===== config.mk =====
export PLATFORM = sky130hd
export DESIGN_NAME = uart_tx_arbiter
export DESIGN_NICKNAME = d
export VERILOG_FILES = /design/src/rtl/uart_tx_arbiter.sv
export SDC_FILE = /design/constraint.sdc
export NUM_CORES = 1
export LEC_CHECK = 0
export ABC_CLOCK_PERIOD_IN_PS = 1500
export CAP_MARGIN = 0
export CORE_MARGIN = 4
export CORE_UTILIZATION = 34
export DETAILED_ROUTE_END_ITERATION = 12
export HOLD_SLACK_MARGIN = 0.05
export PLACE_DENSITY = 0.75
export SYNTH_ARGS = -nofsm -noshare
export SYNTH_HDL_FRONTEND = slang
export SYNTH_SLANG_ARGS = --single-unit

===== constraint.sdc =====
create_clock -name clk -period 1.5 [get_ports clk]
set_clock_uncertainty 0.1 [all_clocks]
set_input_delay 0.225 -clock clk [delete_from_list [all_inputs] [get_ports clk]]
set_output_delay 0.225 -clock clk [all_outputs]
set_load 0.05 [all_outputs]

===== src/rtl/uart_tx_arbiter.sv =====
// Round-robin arbiter/sequencer sharing one UART transmitter among N_REQ byte requesters.
// Optional packet lock (hold grant until req_last) is enabled by defining UART_TX_ARB_PACKET_LOCK_EN.
module uart_tx_arbiter #(
  parameter int N_REQ  = 4,
  parameter int DATA_W = 8
) (
  input  logic                    clk,
  input  logic                    rst,
  input  logic [N_REQ-1:0]        req_valid,
  input  logic [N_REQ*DATA_W-1:0] req_data,
  input  logic [N_REQ-1:0]        req_last,
  output logic [N_REQ-1:0]        req_ready,
  output logic [DATA_W-1:0]       tx_data,
  output logic                    tx_start,
  input  logic                    tx_busy,
  output logic [N_REQ-1:0]        grant,
  output logic                    active,
  output logic [1:0]              dbg_state
);

  localparam int IDX_W = (N_REQ > 1) ? $clog2(N_REQ) : 1;

  typedef enum logic [1:0] {IDLE, LOAD, START, WAIT} state_t;

  state_t             state, state_nxt;
  logic [IDX_W-1:0]   cur, cur_nxt;
  logic [IDX_W-1:0]   last, last_nxt;
  logic [N_REQ-1:0]   grant_nxt;
  logic [DATA_W-1:0]  tx_data_nxt;
  logic               wait_first, wait_first_nxt;
  logic [N_REQ-1:0]   elig;
  logic               any_elig;
  logic [IDX_W-1:0]   win;

`ifdef UART_TX_ARB_PACKET_LOCK_EN
  // While locked, only the owner (always the last accepted requester) is eligible.
  logic locked;

  always_ff @(posedge clk) begin
    if (rst) begin
      locked <= 1'b0;
    end else if (state == LOAD && req_valid[cur]) begin
      locked <= ~req_last[cur];
    end
  end

  assign elig = locked ? (req_valid & (N_REQ'(1) << last)) : req_valid;
`else
  logic unused_last;
  assign unused_last = ^req_last;
  assign elig = req_valid;
`endif

  // Round-robin search starting one past the last served requester.
  always_comb begin
    int               j;
    logic [IDX_W-1:0] jx;
    win      = last;
    any_elig = 1'b0;
    j        = 0;
    jx       = '0;
    for (int k = 1; k <= N_REQ; k++) begin
      j = int'(last) + k;
      if (j >= N_REQ) j = j - N_REQ;
      jx = IDX_W'(j);
      if (!any_elig && elig[jx]) begin
        win      = jx;
        any_elig = 1'b1;
      end
    end
  end

  // Handshake: a byte moves on the edge where req_valid[i] and req_ready[i] are both 1;
  // req_ready is a single-cycle pulse in LOAD, suppressed while rst is asserted.
  always_comb begin
    state_nxt      = state;
    cur_nxt        = cur;
    last_nxt       = last;
    grant_nxt      = grant;
    tx_data_nxt    = tx_data;
    wait_first_nxt = wait_first;
    req_ready      = '0;
    case (state)
      IDLE: begin
        if (!tx_busy && any_elig) begin
          cur_nxt   = win;
          grant_nxt = N_REQ'(1) << win;
          state_nxt = LOAD;
        end
      end
      LOAD: begin
        if (req_valid[cur]) begin
          if (!rst) req_ready = grant;
          tx_data_nxt = req_data[cur*DATA_W +: DATA_W];
          last_nxt    = cur;
          state_nxt   = START;
        end else begin
          grant_nxt = '0;
          state_nxt = IDLE;
        end
      end
      START: begin
        wait_first_nxt = 1'b1;
        state_nxt      = WAIT;
      end
      WAIT: begin
        // tx_busy only rises the cycle after tx_start, so the first WAIT cycle is blind.
        if (wait_first) begin
          wait_first_nxt = 1'b0;
        end else if (!tx_busy) begin
          grant_nxt = '0;
          state_nxt = IDLE;
        end
      end
      default: state_nxt = IDLE;
    endcase
  end

  always_ff @(posedge clk) begin
    if (rst) begin
      state      <= IDLE;
      cur        <= '0;
      last       <= IDX_W'(N_REQ - 1);
      grant      <= '0;
      tx_data    <= '0;
      wait_first <= 1'b0;
    end else begin
      state      <= state_nxt;
      cur        <= cur_nxt;
      last       <= last_nxt;
      grant      <= grant_nxt;
      tx_data    <= tx_data_nxt;
      wait_first <= wait_first_nxt;
    end
  end

  assign tx_start  = (state == START);
  assign active    = (state != IDLE);
  assign dbg_state = state;

endmodule

==> results.sh, run 1 <==
export IMPL_status="finished with violations"
export IMPL_violations="negative setup slack"
export IMPL_synth_warnings=0
export IMPL_num_vias=1180
export IMPL_grt_pass1_wl_um=5540
export IMPL_antenna_found_initial=0
export IMPL_seq_area_frac_synth_pct=33.4
export IMPL_place_area_um2=2090
export IMPL_dieHeight_um=65.8
export IMPL_root_buffer="clkbuf_4"
export IMPL_design_area_um2=2240
export IMPL_grt_overflow_total=0
export IMPL_wire_per_inst_um=16.1
export IMPL_synth_compound_area_share_pct=13.2
export IMPL_clk_pin_slew_worst_paths_ns=0.12
export IMPL_synth_nets=154
export IMPL_drt_iter0_drc=32
export IMPL_nNetsFinal=234
export IMPL_slowest_delay_ns=0.54
export IMPL_critPathKind="reg2out"
export IMPL_fin_setup_tns_ns=-6.23
export IMPL_cts_buffers=3
export IMPL_rows=20
export IMPL_cts_htree_levels=1
export IMPL_setup_viol=19
export IMPL_drv_cap=0
export IMPL_ctsLongestPathBuffers=2
export IMPL_drc=0
export IMPL_drv_slew=0
export IMPL_layout_min_cycle_time_ns=1.99
export IMPL_firstDrtPassIters=4
export IMPL_yosys_area_share_simple_pct=24.6
export IMPL_dpl_hpwl_um=2900
export IMPL_via_per_inst=5.04
export IMPL_clockPowerShare_pct=17.3
export IMPL_fill_cells=222
export IMPL_synth_top_family_by_area="multiplexers"
export IMPL_p_int_mw=1.04
export IMPL_clock_sinks=19
export IMPL_rsz0062_at_grt="true"
export IMPL_synth_mux_area_share_pct=25.7
export IMPL_syn_avg_cell_area_um2=10.2
export IMPL_core_um2=3130
export IMPL_drt_wl_total_um=3760
export IMPL_fin_hold_ws_ns=0.472
export IMPL_crit_chain="mux4_2, nand2_4, nor2_4, and2_4, buf_12"
export IMPL_synth_cells=111
export IMPL_p_sw_share_pct=33.2
export IMPL_crit_fanout=4
export IMPL_slowest_stage="mux4_2"
export IMPL_gp_congestion=0.888
export IMPL_crit_path_start_kind="flop"
export IMPL_first_global_vias=1189
export IMPL_clk_insertion_delay_late_ns=0.30
export IMPL_ys_seq_elements=19
export IMPL_leakagePower_nw=0.921
export IMPL_cts_tree="yes"
export IMPL_critPathArrivalTime_ns=1.67
export IMPL_dieArea_um2=4330
export IMPL_io_buffers=58
export IMPL_synth_adder_area_share_pct=0
export IMPL_syn_area_um2=1140
export IMPL_fin_total_pwr_mw=1.55
export IMPL_worstSetupEndpointType="output pin"
export IMPL_pwr_density_cell_nw_per_um2=693
export IMPL_hold_viol=0
export IMPL_peakVddDrop_uv=588
export IMPL_grtUsageTotal_pct=16.6
export IMPL_synth_xor_area_share_pct=0
export IMPL_pwr_share_seq_pct=37.0
export IMPL_diodes=0
export IMPL_drive_gt1_share_pct=43.2
export IMPL_start_util_pct=36.4
export IMPL_synth_cell_type_count=33
export IMPL_io_pins=63
export IMPL_hold_class="reg2reg"
export IMPL_slew_headroom_pct=75.7
export IMPL_worst_slew_pin_slew_ns=0.362
export IMPL_cts_hold_buffers_added=0
export IMPL_setup_ws_ns=-0.492
export IMPL_clock_fmax_ghz=0.502
export IMPL_post_route_period_util_pct=133
export IMPL_grt_max_degree=12
export IMPL_combPwrFrac_pct=45.6
export IMPL_worstPathRequired_ns=1.17
export IMPL_antenna_left=0
export IMPL_synthToLayoutAreaGrowth_pct=96.6
export IMPL_power_net_switching_mw=0.515
export IMPL_die_width_um=65.8
-- cells in the final DEF, fill, tap and decap left out, types with 2 or more instances in the layout --
| cell | n |
|---|---|
| buf_4 | 17 |
| nand4b_1 | 4 |
| mux2i_1 | 9 |
| and2_4 | 5 |
| dfxtp_1 | 16 |
| a211o_1 | 2 |
| buf_8 | 2 |
| o31ai_2 | 4 |
| nor3b_1 | 2 |
| clkdlybuf4s50_1 | 34 |
| nor2_1 | 12 |
| buf_12 | 19 |
| a21oi_1 | 5 |
| or2_4 | 2 |
| nand2_1 | 4 |
| dfxtp_2 | 2 |
| buf_6 | 4 |
| clkbuf_4 | 3 |
| dlygate4sd2_1 | 4 |
| mux4_2 | 9 |
| nand3_1 | 2 |
| nand2b_1 | 2 |
| nor2_4 | 2 |
| nor2b_1 | 2 |
-- cell usage after synthesis (all sizes together) --
master   n  area share, %
dfxtp   19             33
nor2    14            4.6
mux2i    9            7.9
mux4     9             18
a21oi    6            2.6
and2     6            3.5
nand2    5            1.7
o31ai    5            3.3
nand4b   4            3.1
clkbuf   3           0.99
nand2b   3            2.3
a211o    2            1.5
and3     2            1.1
buf      2            1.3
inv      2           0.66
nand3    2           0.88
nor2b    2            1.1
nor3b    2            1.3
or2      2            1.1
a211oi   1           0.66
a32oi    1            2.4
and2b    1           0.66
nand3b   1           0.66
nor3     1           0.44
o21a     1           0.66
o21ai    1           0.44
o21ba    1           0.88
o21bai   1           0.66
or2b     1           0.66
or3      1           0.55
or4      1           0.99
-- flip-flops by register name, summed over array words and instances, names as in the netlist, named ones only --
register / count
tx_data: 8
grant: 4
cur: 2
last: 2
dbg_state: 1
wait_first: 1
-- stage by stage --
stage / util, % / instances / setup WS (ns)
global placement: 66.8 / 225 / -0.540
finish: 71.5 / 234 / -0.492
CTS: 70.1 / 233 / -0.472
global route: 71.5 / 234 / -0.525
detailed placement: 66.8 / 225 / -0.601
floorplan: - / 111 / -0.0555
-- path summary, 6_finish.rpt --
check | start | endpoint | slack [ns] | cells past startpoint
worst max-delay path | cur[0]$_SDFFE_PP0P_ | req_ready[3] | -0.49 | 5
worst min-delay path | tx_data[6]$_SDFFE_PP0P_ | tx_data[6]$_SDFFE_PP0P_ | 0.47 | 2
worst max register to register | cur[0]$_SDFFE_PP0P_ | grant[2]$_SDFFE_PP0P_ | -0.36 | 6
worst min register to register | tx_data[6]$_SDFFE_PP0P_ | tx_data[6]$_SDFFE_PP0P_ | 0.47 | 2
-- power groups by stage --
stage / sequential (mW) / clock [mW] / combinational, mW
final: 0.574 / 0.269 / 0.708
after global routing: 0.579 / 0.291 / 0.740
after CTS: 0.575 / 0.271 / 0.683
after detailed placement: 0.588 / 0 / 0.640
after global placement: 0.584 / 0 / 0.627
after floorplan: 0.659 / 0 / 0.251
-- cell type report --
| type | instances | area [um2] | share of cell area, % |
|---|---|---|---|
| timing repair buffer | 80 | 958 | 42.9 |
| multi-input combinational | 85 | 801 | 35.8 |
| sequential | 19 | 387 | 17.3 |
| tap | 44 | 55.1 | 2.46 |
| clock buffer | 3 | 22.5 | 1.01 |
| inverter | 2 | 7.51 | 0.336 |
| clock inverter | 1 | 5.00 | 0.224 |
-- worst max-delay path: cells and delay by family (launching register included) --
kind,cells,cell delay [ns]
buf+inv,1,0.14
mux,1,0.54
flops,1,0.36
simple gates,3,0.32
-- metal layers --
layer	wire length, um	vias up	part of all wire, %	track usage (%)
li1	-	569	-	-
met1	1440	579	38	18.4
met2	2170	28	58	32.2
met3	90	4	2.4	1.36
met4	55	0	1.5	6.22
met5	0	-	0	0
-- cell families after synthesis --
group                  Yosys count
AND/OR/NAND/NOR                 48
buffers and inverters            7
flip-flops                      19
AO/OA/AOI/OAI                   19
multiplexers                    18
-- repair_timing --
item | CTS | global route
resized for setup | 18 | 8
gates cloned | 0 | 0
endpoints found under the setup margin | 23 | 21
pin swaps | 1 | 1
buffers inserted | 4 | 1
Note: power is estimated with default switching activity, not from simulation.
==> run 2, diff against run 1 <==
--- a/config.mk
+++ b/config.mk
@@ -11,7 +11,8 @@
 export CORE_UTILIZATION = 34
 export DETAILED_ROUTE_END_ITERATION = 12
 export HOLD_SLACK_MARGIN = 0.05
-export PLACE_DENSITY = 0.75
+export PLACE_DENSITY = 0.72
+export SETUP_SLACK_MARGIN = 0.5
 export SYNTH_ARGS = -nofsm -noshare
 export SYNTH_HDL_FRONTEND = slang
 export SYNTH_SLANG_ARGS = --single-unit
==> results.sh, run 2 (synthesis gave the netlist of run 1 again) <==
export IMPL_crit_fanout=4
export IMPL_dpl_hpwl_um=2900
export IMPL_reg2reg_depth=6
export IMPL_final_cell_mix="clkdlybuf4s50_1, buf_12, buf_4"
export IMPL_post_route_period_util_pct=134
export IMPL_core_um2=3130
export IMPL_gp_congestion=0.829
export IMPL_clock_fmax_ghz=0.498
export IMPL_fill_cells=212
export IMPL_worstHoldStart="req_valid[2]"
export IMPL_utilization_pct=76.3
export IMPL_drv_cap=0
export IMPL_worstPathRequired_ns=1.17
export IMPL_drv_slew=0
export IMPL_leakagePower_nw=0.962
export IMPL_whs_path_depth=5
export IMPL_firstDrtPassIters=4
export IMPL_status="finished with violations"
export IMPL_setup_viol=20
export IMPL_hold_class="in2reg"
export IMPL_dp_slack_ns=-0.638
export IMPL_reg2reg_from="cur[0]$_SDFFE_PP0P_"
export IMPL_grt_overflow_total=0
export IMPL_drt_iter0_drc=29
export IMPL_via_per_inst=5.08
export IMPL_pwr_density_cell_nw_per_um2=682
export IMPL_largest_reg_flops=8
export IMPL_num_vias=1215
export IMPL_cts_hold_buffers_added=0
export IMPL_cts_htree_levels=1
export IMPL_root_buffer="clkbuf_4"
export IMPL_rsz0062_at_grt="true"
export IMPL_drt_wl_total_um=3880
export IMPL_wire_per_inst_um=16.2
export IMPL_worstSetupEndpointType="output pin"
export IMPL_cts_buffers=3
export IMPL_peakVddDrop_uv=466
export IMPL_drive_gt1_share_pct=59.5
export IMPL_rows=20
export IMPL_start_util_pct=36.4
export IMPL_antenna_found_initial=0
export IMPL_dieArea_um2=4330
export IMPL_design_area_um2=2390
export IMPL_place_area_um2=2080
export IMPL_clock_sinks=19
export IMPL_layout_commonest_cell="clkdlybuf4s50_1"
export IMPL_min_delay_worst_endpoint="grant[1]$_SDFFE_PP0P_"
export IMPL_r2r_end="last[1]$_SDFFE_PP1P_"
export IMPL_instances_no_fill=239
export IMPL_grtUsageTotal_pct=17.5
export IMPL_cts_tree="yes"
export IMPL_grt_max_degree=22
export IMPL_die_width_um=65.8
export IMPL_crit_path_start_kind="flop"
export IMPL_top_register="tx_data"
export IMPL_grt_pass1_wl_um=5800
export IMPL_io_buffers=58
export IMPL_setup_ws_ns=-0.509
export IMPL_critPathKind="reg2out"
export IMPL_place_inst=227
export IMPL_ctsLongestPathBuffers=2
export IMPL_clk_pin_slew_worst_paths_ns=0.13
export IMPL_synthToLayoutAreaGrowth_pct=110
export IMPL_diodes=0
export IMPL_nNetsFinal=239
export IMPL_io_pins=63
export IMPL_dieHeight_um=65.8
export IMPL_clk_insertion_delay_late_ns=0.32
export IMPL_drc=0
export IMPL_first_global_vias=1266
export IMPL_violations="negative setup slack"
export IMPL_antenna_left=0
export IMPL_layout_min_cycle_time_ns=2.01
export IMPL_worst_slew_pin_slew_ns=0.290
export IMPL_critPathArrivalTime_ns=1.68
export IMPL_hold_viol=0
export IMPL_fin_setup_tns_ns=-5.44
export IMPL_regToRegSetupSlack_ns=-0.29
export IMPL_reg_top3="tx_data: 8 flops, grant: 4 flops"
export IMPL_slew_headroom_pct=80.6
run 2: cell types whose count changed in the layout (fill, tap and decap cells not counted), moves of 2 or more:
cell / change
a21oi_1: -4
buf_8: +4
buf_4: -3
a21oi_2: +4
buf_6: +9
inv_4: +2
buf_12: -4
dfxtp_1: -14
dfxtp_2: +8
dfxtp_4: +6
o31ai_4: +3
buf_2: +2
o31ai_2: -2
dlygate4sd2_1: -4
run 2: layout make-up:
type	count	area, um2	area share [%]
Timing Repair Buffer	85	997	41.8
Inverter	2	12.5	0.524
Clock buffer	3	22.5	0.944
Clock inverter	1	5.00	0.210
Tap cell	44	55.1	2.31
Sequential cell	19	419	17.6
Multi-Input combinational cell	85	875	36.7
run 2: through the flow:
step / hold slack [ns] / total power [mW]
3_5_place_dp: 0.448 / 1.24
3_3_place_gp: 0.442 / 1.22
2_1_floorplan: 0.325 / 0.920
4_1_cts: 0.398 / 1.57
5_1_grt: 0.424 / 1.69
6_report: 0.395 / 1.63
run 2: worst max path at each step:
stage	start	endpoint	slack [ns]	depth (start not counted)
finish	cur[0]$_SDFFE_PP0P_	req_ready[1]	-0.51	5
global route	cur[0]$_SDFFE_PP0P_	req_ready[1]	-0.55	5
CTS	cur[0]$_SDFFE_PP0P_	req_ready[2]	-0.53	5
detailed placement	req_valid[3]	req_ready[1]	-0.64	6
global placement	req_valid[3]	req_ready[3]	-0.56	6
floorplan	cur[0]$_SDFFE_PP0P_	req_ready[0]	-0.06	4
run 2: what timing repair did:
action,4_1_cts,5_1_grt
cloned,0,0
buffers inserted,3,5
pin swaps,10,10
gates resized for setup,63,21
setup endpoints to repair,39,39
run 2: power by group:
| group | internal, mW | switching [mW] | total (mW) |
|---|---|---|---|
| Clock | 0.0999 | 0.183 | 0.283 |
| Combinational | 0.430 | 0.335 | 0.765 |
| Sequential | 0.540 | 0.0390 | 0.579 |
| Total | 1.07 | 0.557 | 1.63 |
run 2: metal layers:
layer | part of all wire [%] | up-vias | global-route usage [%]
li1 | - | 583 | -
met1 | 39 | 602 | 21.1
met2 | 56 | 23 | 31.7
met3 | 2.4 | 7 | 1.02
met4 | 2.6 | 0 | 7.77
met5 | 0 | - | 0
run 2: worst max-delay path, cell delays in order, from the launching register on:
cell	delay [ns]
dfxtp_2	0.36
mux4_2	0.55
nand2_4	0.11
nor2_4	0.05
and2_4	0.14
buf_8	0.14
==> run 3, diff against run 2 <==
--- a/config.mk
+++ b/config.mk
@@ -5,13 +5,14 @@
 export SDC_FILE = /design/constraint.sdc
 export NUM_CORES = 1
 export LEC_CHECK = 0
-export ABC_CLOCK_PERIOD_IN_PS = 1500
+export ABC_AREA = 1
+export ABC_CLOCK_PERIOD_IN_PS = 2400
 export CAP_MARGIN = 0
 export CORE_MARGIN = 4
-export CORE_UTILIZATION = 34
+export CORE_UTILIZATION = 38
 export DETAILED_ROUTE_END_ITERATION = 12
 export HOLD_SLACK_MARGIN = 0.05
-export PLACE_DENSITY = 0.72
+export PLACE_DENSITY = 0.71
 export SETUP_SLACK_MARGIN = 0.5
 export SYNTH_ARGS = -nofsm -noshare
 export SYNTH_HDL_FRONTEND = slang
==> constraint.sdc (replaced) <==
create_clock -name clk -period 2.4 [get_ports clk]
set_clock_uncertainty 0.1 [all_clocks]
set_input_delay 0.36 -clock clk [delete_from_list [all_inputs] [get_ports clk]]
set_output_delay 0.36 -clock clk [all_outputs]
set_load 0.05 [all_outputs]
==> results.sh, run 3 <==
export IMPL_ctsLongestPathBuffers=2
export IMPL_antenna_left=0
export IMPL_worstPathRequired_ns=1.94
export IMPL_post_route_period_util_pct=78.0
export IMPL_drv_slew=0
export IMPL_reg_top3="tx_data: 8 flops, grant: 4 flops"
export IMPL_nNetsFinal=325
export IMPL_status="finished, final reports clean"
export IMPL_drt_iter0_drc=66
export IMPL_critPathCapture="req_ready[3]"
export IMPL_largest_reg_flops=8
export IMPL_pwr_share_seq_pct=28.5
export IMPL_synth_common_cells="nor2_1, nand2_1, o21ai_0, nand2_2, dfxtp_1"
export IMPL_crit_path_start_kind="flop"
export IMPL_critPathKind="reg2out"
export IMPL_root_buffer="clkbuf_8"
export IMPL_clk_pin_slew_worst_paths_ns=0.08
export IMPL_slew_headroom_pct=65.5
export IMPL_num_vias=1622
export IMPL_fin_setup_tns_ns=0
export IMPL_grtUsageTotal_pct=18.8
export IMPL_cpLargestDelayFamily="simple AND/OR/NAND/NOR gates"
export IMPL_worstSetupEndpointType="output pin"
export IMPL_grt_max_degree=19
export IMPL_synth_most_common_cell="nor2_1"
export IMPL_grt_pass1_wl_um=6690
export IMPL_clock_fmax_ghz=0.534
export IMPL_synth_top_cell_area_share_pct=27.4
export IMPL_leakagePower_nw=1.10
export IMPL_diodes=0
export IMPL_ys_seq_elements=19
export IMPL_worst_path_buf_inv=2
export IMPL_cts_buffers=3
export IMPL_ff_latch_area_um2=387
export IMPL_first_global_vias=1466
export IMPL_multiInputGateArea_um2=937
export IMPL_drv_cap=0
export IMPL_io_buffers=58
export IMPL_synth_area_top_cells="dfxtp_1, nor2_1, o21ai_0"
export IMPL_rows=21
export IMPL_crit_chain="inv_1, nand2_1, nand3_2, nand3_4, nor3_4, buf_12"
export IMPL_syn_avg_cell_area_um2=6.30
export IMPL_cts_htree_levels=1
export IMPL_layout_min_cycle_time_ns=1.87
export IMPL_combPwrFrac_pct=55.6
export IMPL_slowest_delay_ns=0.34
export IMPL_syn_area_um2=1390
export IMPL_synth_cell_type_count=28
export IMPL_drc=0
export IMPL_place_inst=322
export IMPL_dieArea_um2=4680
export IMPL_crit_fanout=5
export IMPL_start_util_pct=40.3
export IMPL_grt_overflow_total=0
export IMPL_synthFlopType="dfxtp_1"
export IMPL_synth_cells=220
export IMPL_instances_no_fill=327
export IMPL_rsz0062_at_grt="true"
export IMPL_clk_insertion_delay_late_ns=0.26
export IMPL_synthToLayoutAreaGrowth_pct=57.6
export IMPL_fill_cells=323
export IMPL_clockPowerShare_pct=16.0
export IMPL_layout_commonest_cell="nor2_1"
export IMPL_critPathArrivalTime_ns=1.41
export IMPL_hold_class="reg2reg"
export IMPL_wire_per_inst_um=12.3
export IMPL_drt_wl_total_um=4030
export IMPL_cp_depth=6
export IMPL_antenna_found_initial=0
export IMPL_dpl_hpwl_um=3070
export IMPL_cts_hold_buffers_added=0
export IMPL_core_um2=3440
export IMPL_top_register="tx_data"
export IMPL_p_int_mw=0.772
export IMPL_reg2reg_depth=10
export IMPL_reg2reg_from="cur[0]$_SDFFE_PP0P_"
export IMPL_via_per_inst=4.96
export IMPL_synth_warnings=0
export IMPL_setup_viol=0
export IMPL_drive_gt1_share_pct=23.1
export IMPL_synth_edf_count=0
export IMPL_p_sw_share_pct=46.0
export IMPL_worst_slew_pin_slew_ns=0.516
export IMPL_regToRegSetupSlack_ns=0.70
export IMPL_clock_sinks=19
export IMPL_peakVddDrop_uv=482
export IMPL_seq_area_frac_synth_pct=27.4
export IMPL_startpoint="cur[0]$_SDFFE_PP0P_"
export IMPL_hold_viol=0
export IMPL_slowest_stage="dfxtp_1"
export IMPL_pwr_density_cell_nw_per_um2=655
export IMPL_r2r_end="grant[1]$_SDFFE_PP0P_"
export IMPL_cts_tree="yes"
export IMPL_final_cell_mix="nor2_1, clkdlybuf4s50_1, nand2_1"
export IMPL_dieHeight_um=68.4
export IMPL_gp_congestion=0.800
export IMPL_firstDrtPassIters=6
export IMPL_async_flop_share_pct=0
export IMPL_synth_nets=263
export IMPL_yosysTopAreaCell="dfxtp_1"
export IMPL_die_width_um=68.4
export IMPL_io_pins=63
export IMPL_power_net_switching_mw=0.659
## run 3: final cells by class
class / instances / area share [%]
repair buffers: 66 / 30.8
flip-flops and latches: 19 / 17.7
well taps: 46 / 2.63
multi-input cells: 172 / 42.9
clock inverters: 1 / 0.344
clock buffers: 3 / 1.89
inverters: 20 / 3.78
## run 3: worst min-delay path by stage
stage / startpoint / endpoint / slack (ns) / cells after the start
after detailed placement: wait_first$_SDFFE_PP0P_ / wait_first$_SDFFE_PP0P_ / 0.36 / 2
after global routing: wait_first$_SDFFE_PP0P_ / wait_first$_SDFFE_PP0P_ / 0.42 / 2
after CTS: wait_first$_SDFFE_PP0P_ / wait_first$_SDFFE_PP0P_ / 0.37 / 2
after global placement: wait_first$_SDFFE_PP0P_ / wait_first$_SDFFE_PP0P_ / 0.36 / 2
final: wait_first$_SDFFE_PP0P_ / wait_first$_SDFFE_PP0P_ / 0.37 / 2
after floorplan: wait_first$_SDFFE_PP0P_ / wait_first$_SDFFE_PP0P_ / 0.35 / 2
## run 3: metal layers
layer / share of wire (%) / global-route usage (%)
met5: 0 / 0
met4: 1.1 / 3.97
met3: 4.1 / 3.78
met2: 46 / 29.7
met1: 48 / 26.2
## run 3: per-stage QoR
| step | cell area [um2] | worst slack [ns] | total power, mW | utilization, % | hold WS (ns) |
|---|---|---|---|---|---|
| floorplan | 1440 | 0.511 | 0.970 | - | 0.346 |
| global placement | 2080 | 0.176 | 1.20 | 60.5 | 0.361 |
| detailed placement | 2080 | 0.174 | 1.20 | 60.5 | 0.363 |
| CTS | 2130 | 0.424 | 1.43 | 62.0 | 0.374 |
| global route | 2180 | 0.458 | 1.54 | 63.5 | 0.420 |
| finish | 2180 | 0.528 | 1.43 | 63.5 | 0.372 |
## run 3: cells by family after synthesis
logic type,count (synthesis),share of synthesized area (%)
AOI/OAI and AO/OA,49,19.2
buffers and inverters,29,9.48
DFF,19,27.4
and+or+nand+nor,123,43.9
## run 3: power by group through the flow
stage | Sequential (mW) | Combinational [mW] | Clock (mW)
3_5_place_dp | 0.410 | 0.790 | 0
4_1_cts | 0.404 | 0.791 | 0.235
5_1_grt | 0.415 | 0.882 | 0.248
6_report | 0.407 | 0.796 | 0.229
3_3_place_gp | 0.411 | 0.786 | 0
2_1_floorplan | 0.515 | 0.455 | 0
## run 3: worst min-delay path, stage by stage (launching register included)
cell,delay (ns)
dfxtp_1,0.31
inv_1,0.06
a21oi_1,0.06
## run 3: repair_timing
action | CTS | global route
setup endpoints to repair | 22 | 24
pin swaps | 3 | 3
gates resized for setup | 11 | 19
buffers inserted | 0 | 1
